**src/rtl/intpol2_out_buffer.sv**
```systemverilog
// intpol2_out_buffer
// Output FIFO for the interpolator. Samples are written at the interpolator
// rate and drained at a programmable rate. The drain rate is set by a tick
// divider. The level register drives the back-pressure and status flags.
// Overflow and underflow events are held in sticky flags until cleared.

module intpol2_out_buffer #(
   parameter int DATA_WIDTH = 32,
   parameter int ADDR_WIDTH = 4,
   parameter int AFULL_THR  = 12,
   parameter int DIV_WIDTH  = 16
) (
   input  logic                  clk,
   input  logic                  rst,
   input  logic                  wr_en_i,
   input  logic [DATA_WIDTH-1:0] data_i,
   output logic                  afull_o,
   input  logic                  en_i,
   input  logic [DIV_WIDTH-1:0]  rate_div_i,
   input  logic                  clr_i,
   output logic [DATA_WIDTH-1:0] data_o,
   output logic                  valid_o,
   output logic                  empty_o,
   output logic                  full_o,
   output logic [ADDR_WIDTH:0]   level_o,
   output logic                  overflow_o,
   output logic                  underflow_o
);

   localparam int                DEPTH      = 1 << ADDR_WIDTH;
   localparam logic [ADDR_WIDTH:0] fullLevel  = (ADDR_WIDTH + 1)'(DEPTH);
   localparam logic [ADDR_WIDTH:0] afullLevel = (ADDR_WIDTH + 1)'(AFULL_THR);

   logic [DATA_WIDTH-1:0] mem [DEPTH];
   logic [ADDR_WIDTH-1:0] wrPtr;
   logic [ADDR_WIDTH-1:0] rdPtr;
   logic [ADDR_WIDTH:0]   level;
   logic [DIV_WIDTH-1:0]  tickCnt;
   logic [DATA_WIDTH-1:0] dataReg;
   logic                  validReg;
   logic                  overflowReg;
   logic                  underflowReg;

   logic isEmpty;
   logic isFull;
   logic tick;
   logic pop;
   logic wrAccept;
   logic wrDrop;
   logic tickEmpty;

   // Status flags are decoded from the level register alone. Empty is therefore
   // evaluated at the start of the cycle, and a write never bypasses to the read side.
   assign isEmpty = (level == '0);
   assign isFull  = (level == fullLevel);

   assign empty_o     = isEmpty;
   assign full_o      = isFull;
   assign afull_o     = (level >= afullLevel);
   assign level_o     = level;
   assign data_o      = dataReg;
   assign valid_o     = validReg;
   assign overflow_o  = overflowReg;
   assign underflow_o = underflowReg;

   // Per-cycle control decode: drain tick, pop, write accept/drop
   always_comb begin
      // NOTE: every output of this block gets a default first, so no path
      // leaves a signal unassigned and no latch is inferred.
      tick      = 1'b0;
      pop       = 1'b0;
      wrAccept  = 1'b0;
      wrDrop    = 1'b0;
      tickEmpty = 1'b0;
      if (en_i && (tickCnt >= rate_div_i)) begin
         tick = 1'b1;
      end
      pop       = tick && !isEmpty;
      tickEmpty = tick && isEmpty;
      // A full FIFO still takes a write when a pop frees a slot this cycle
      if (wr_en_i) begin
         if (!isFull || pop) begin
            wrAccept = 1'b1;
         end else begin
            wrDrop = 1'b1;
         end
      end
   end

   // Storage array write port
   // NOTE: the data array has no reset. Its contents are meaningless until
   // written, and the pointers and level decide what is valid. Leaving it
   // unreset lets it map onto RAM.
   always_ff @(posedge clk) begin
      if (wrAccept) begin
         mem[wrPtr] <= data_i;
      end
   end

   // Pointers and level. The pointers wrap modulo DEPTH through natural overflow.
   always_ff @(posedge clk or negedge rst) begin
      // NOTE: sequential state uses non-blocking assignments, so every register
      // samples pre-edge values regardless of block ordering.
      if (!rst) begin
         wrPtr <= '0;
         rdPtr <= '0;
         level <= '0;
      end else begin
         if (wrAccept) begin
            wrPtr <= wrPtr + 1'b1;
         end
         if (pop) begin
            rdPtr <= rdPtr + 1'b1;
         end
         if (wrAccept && !pop) begin
            level <= level + 1'b1;
         end else if (pop && !wrAccept) begin
            level <= level - 1'b1;
         end
      end
   end

   // Drain-rate divider. It is held at zero while disabled and reloads on every tick.
   always_ff @(posedge clk or negedge rst) begin
      if (!rst) begin
         tickCnt <= '0;
      end else if (!en_i || tick) begin
         tickCnt <= '0;
      end else begin
         tickCnt <= tickCnt + 1'b1;
      end
   end

   // Registered output: capture the head word on a pop. data_o holds its value otherwise.
   always_ff @(posedge clk or negedge rst) begin
      if (!rst) begin
         dataReg  <= '0;
         validReg <= 1'b0;
      end else begin
         validReg <= pop;
         if (pop) begin
            dataReg <= mem[rdPtr];
         end
      end
   end

   // Sticky error flags. A set event takes priority over a clear in the same cycle.
   always_ff @(posedge clk or negedge rst) begin
      if (!rst) begin
         overflowReg  <= 1'b0;
         underflowReg <= 1'b0;
      end else begin
         if (wrDrop) begin
            overflowReg <= 1'b1;
         end else if (clr_i) begin
            overflowReg <= 1'b0;
         end
         if (tickEmpty) begin
            underflowReg <= 1'b1;
         end else if (clr_i) begin
            underflowReg <= 1'b0;
         end
      end
   end

endmodule

```
**config.mk**
```make
export PLATFORM = sky130hd
export DESIGN_NAME = intpol2_out_buffer
export DESIGN_NICKNAME = d
export VERILOG_FILES = /design/src/rtl/intpol2_out_buffer.sv
export SDC_FILE = /design/constraint.sdc
export NUM_CORES = 1
export LEC_CHECK = 0
export CORE_MARGIN = 1
export CORE_UTILIZATION = 42
export CTS_CLUSTER_SIZE = 25
export DETAILED_ROUTE_END_ITERATION = 16
export GPL_ROUTABILITY_DRIVEN = 0
export PLACE_DENSITY_LB_ADDON = 0.08
export SLEW_MARGIN = 5
export SYNTH_ARGS = -nofsm -noshare
export SYNTH_HDL_FRONTEND = slang
export SYNTH_SLANG_ARGS = --single-unit
export TNS_END_PERCENT = 20
```
**constraint.sdc**
```tcl
create_clock -name clk -period 6 [get_ports clk]
set_input_delay 0.6 -clock clk [delete_from_list [all_inputs] [get_ports clk]]
set_output_delay 0.6 -clock clk [all_outputs]
set_load 0.02 [all_outputs]
```
==> flow_metrics.py <==
metrics = {
    "hold_path": {
        "min_path_type": "input port to async pin",
    },
    "grt": {
        "grt_pass1_wl_mm": 73.1,
        "antenna_found_initial": 2,
        "track_usage_pct": 18.7,
        "grt_pass1_vias": 10800,
        "grt_overflow": 0,
        "grt_max_degree": 82,
    },
    "route": {
        "drt_first_pass_iters": 11,
        "ant_nets": 0,
        "drc_errors": 6,
        "vias_per_cell": 5.43,
        "routed_wl_mm": 49.2,
        "vias": 10300,
        "drtIter0Drc": 767,
        "wl_per_cell_um": 26.1,
    },
    "cts": {
        "path_clk_slew_ps": 60,
        "cts_resized": 0,
        "clk_latency_ps": 610,
        "cts_tree": "yes",
        "cts_buffer_depth": 3,
        "cts-buffers-inserted": 59,
        "htreeDepth": 2,
        "clkSinkCount": 576,
        "root_buffer": "clkbuf_16",
    },
    "floorplanning": {
        "die-area_um2": 54800,
        "die_w_um": 234,
        "die_h_um": 234,
        "io_pins": 96,
        "initial_core_util_pct": 42.8,
        "core_um2": 52900,
        "placementRows": 84,
    },
    "critical_path": {
        "end_kind": "register",
        "path_max_fanout": 5,
        "cp.required_ps": 6490,
        "cp.arrival_ps": 4210,
        "startpoint_type": "input port",
        "worstSetupPathType": "input port to register",
    },
    "synth": {
        "yosys_register_bits": 576,
        "synthesis.nets": 1085,
        "avgSynthCellArea_um2": 22.5,
        "synth-main-ff-cell": "edfxtp_1",
        "synth_edf_count": 512,
        "async_flop_share_pct": 11.1,
        "ys_seq_area_share_pct": 75.0,
        "postSynthCellCount": 1005,
        "syn_area_um2": 22600,
        "synth_cell_types": 46,
        "ys_warn_count": 0,
    },
    "sta": {
        "finalMaxSlewViolations": 0,
        "setup-violations-final": 0,
        "period_share_pct": 62.0,
        "rsz0062_at_grt": "false",
        "timing.final.crit_period_ps": 3720,
        "clock_skew_ps": 11.5,
        "timing_hold_violations_final": 0,
        "finalSetupTns_ps": 0,
        "worst-slew-pin-transition_ps": 1010,
        "fmax_mhz": 269,
        "maxSlewHeadroom_pct": 32.4,
    },
    "placement": {
        "dpl.hpwl_mm": 25.1,
        "port_buffers": 95,
    },
    "run_status": {
        "violations": "DRC",
        "outcome": "complete, but fails checks",
    },
    "cells_and_area": {
        "final_core_util_pct": 50.2,
        "antennaDiodeCount": 0,
        "regArea_um2": 17000,
        "drive_gt1_share_pct": 28.3,
        "nFillCells": 4261,
        "multi_input_area_um2": 5370,
        "syn_to_final_growth_pct": 17.2,
        "final_nets": 1229,
    },
    "pwr": {
        "p_per_area_nw_per_um2": 370,
        "power_mw": 9.82,
        "ir_worst_vdd_mv": 0.218,
        "power_leakage_nw": 8.67,
    },
    "job": {
        "drv_cap": 0,
    },
}
layer usage:
| layer | GRT usage [%] | up-vias | routed length (µm) |
|---|---|---|---|
| met5 | 0 | - | 27 |
| met4 | 4.67 | 4 | 849 |
| met3 | 2.74 | 69 | 1600 |
| met2 | 31.4 | 183 | 24700 |
| met1 | 25.6 | 5541 | 22100 |
| li1 | - | 4458 | - |
final timing paths:
kind | from | endpoint | slack (ps) | cells past startpoint
min in group clk | data_o[30] | data_o[30] | 490 | 1
worst min-delay path | rst | data_o[21] | 480 | 2
worst min register to register | data_o[30] | data_o[30] | 490 | 1
max in group asynchronous | rst | data_o[8] | 4540 | 3
worst max register to register | tickCnt[13] | level_o[4] | 2320 | 15
worst max-delay path | rate_div_i[15] | level_o[4] | 2280 | 17
cell usage in the layout (no fill, tap or decap), types with 8 or more instances in the layout:
| master | instances |
|---|---|
| clkinv_2 | 12 |
| mux2_2 | 14 |
| clkdlybuf4s50_1 | 94 |
| nor2_1 | 22 |
| nand4_1 | 8 |
| clkbuf_1 | 12 |
| xnor2_1 | 16 |
| mux4_2 | 160 |
| clkbuf_16 | 59 |
| xor2_1 | 9 |
| nor3_2 | 12 |
| nand2_1 | 16 |
| buf_4 | 31 |
| mux2_1 | 9 |
| ha_1 | 26 |
| bufinv_16 | 8 |
| dfrtp_1 | 60 |
| edfxtp_1 | 512 |
| mux2_4 | 12 |
| inv_1 | 27 |
| clkinv_1 | 8 |
flip-flops by register name, summed over array words and instances (netlist names):
register	count
data_o	32
level_o	5
mem	512
rdPtr	4
overflow_o	1
underflow_o	1
wrPtr	4
tickCnt	16
valid_o	1
power breakdown:
part,internal (mW),total [mW],switching [mW]
logic,0.488,1.14,0.656
clock network,2.21,3.74,1.52
registers,4.78,4.93,0.149
total,7.49,9.82,2.33
per-stage QoR:
stage               instance area [µm²]  hold slack, ps  setup slack, ps  instances
global route                      26500             482             2050       1887
global placement                  24500             468             1660       1775
finish                            26500             475             2280       1887
CTS                               26500             462             2290       1887
floorplan                         22600             304              241       1005
detailed placement                24500             484             1630       1775
cell usage after synthesis, drive strengths merged, types with 3 or more instances:
cell | count | share of area, %
a21o | 5 | 0.17
a21oi | 5 | 0.11
and3 | 3 | 0.083
buf | 27 | 0.94
clkbuf | 19 | 0.32
dfrtp | 64 | 7.1
edfxtp | 512 | 68
ha | 26 | 1.4
inv | 27 | 0.45
mux2 | 35 | 1.9
mux4 | 160 | 16
nand2 | 16 | 0.27
nand2b | 6 | 0.17
nand3 | 5 | 0.11
nand4 | 9 | 0.28
nor2 | 23 | 0.41
nor3 | 16 | 0.42
o21ai | 4 | 0.10
xnor2 | 16 | 0.62
xor2 | 9 | 0.35
kinds of logic after synthesis:
| family | share of synthesized area, % |
|---|---|
| fa+ha+maj | 1.53 |
| simple gates | 2.02 |
| compound gates | 0.945 |
| mux | 17.9 |
| xor+xnor | 0.967 |
| flops | 75.0 |
| buf+inv | 1.71 |
critical path, stage by stage:
cell	delay (ps)
clkdlybuf4s50_1	450
inv_1	40
ha_1	340
nand4_2	140
nor3_2	230
or4b_4	550
a31oi_4	290
o21ai_2	130
inv_1	70
ha_1	170
inv_1	100
fa_1	420
a21o_1	170
a21oi_1	170
xnor2_1	130
nor2_1	60
xor2_1	140
cell type report:
cell class	count	share of cell area [%]
multi-input cells	356	20.2
flip-flops and latches	576	64.0
clock buffers	76	5.99
repair buffers	129	4.69
clock inverters	35	1.49
well taps	688	3.24
inverters	27	0.382
what timing repair did:
item | 4_1_cts | 5_1_grt
hold buffers | 1 | 0
hold endpoints to repair | 20 | 0
setup buffers | 0 | 0
Note: power is estimated with default switching activity, not from simulation.
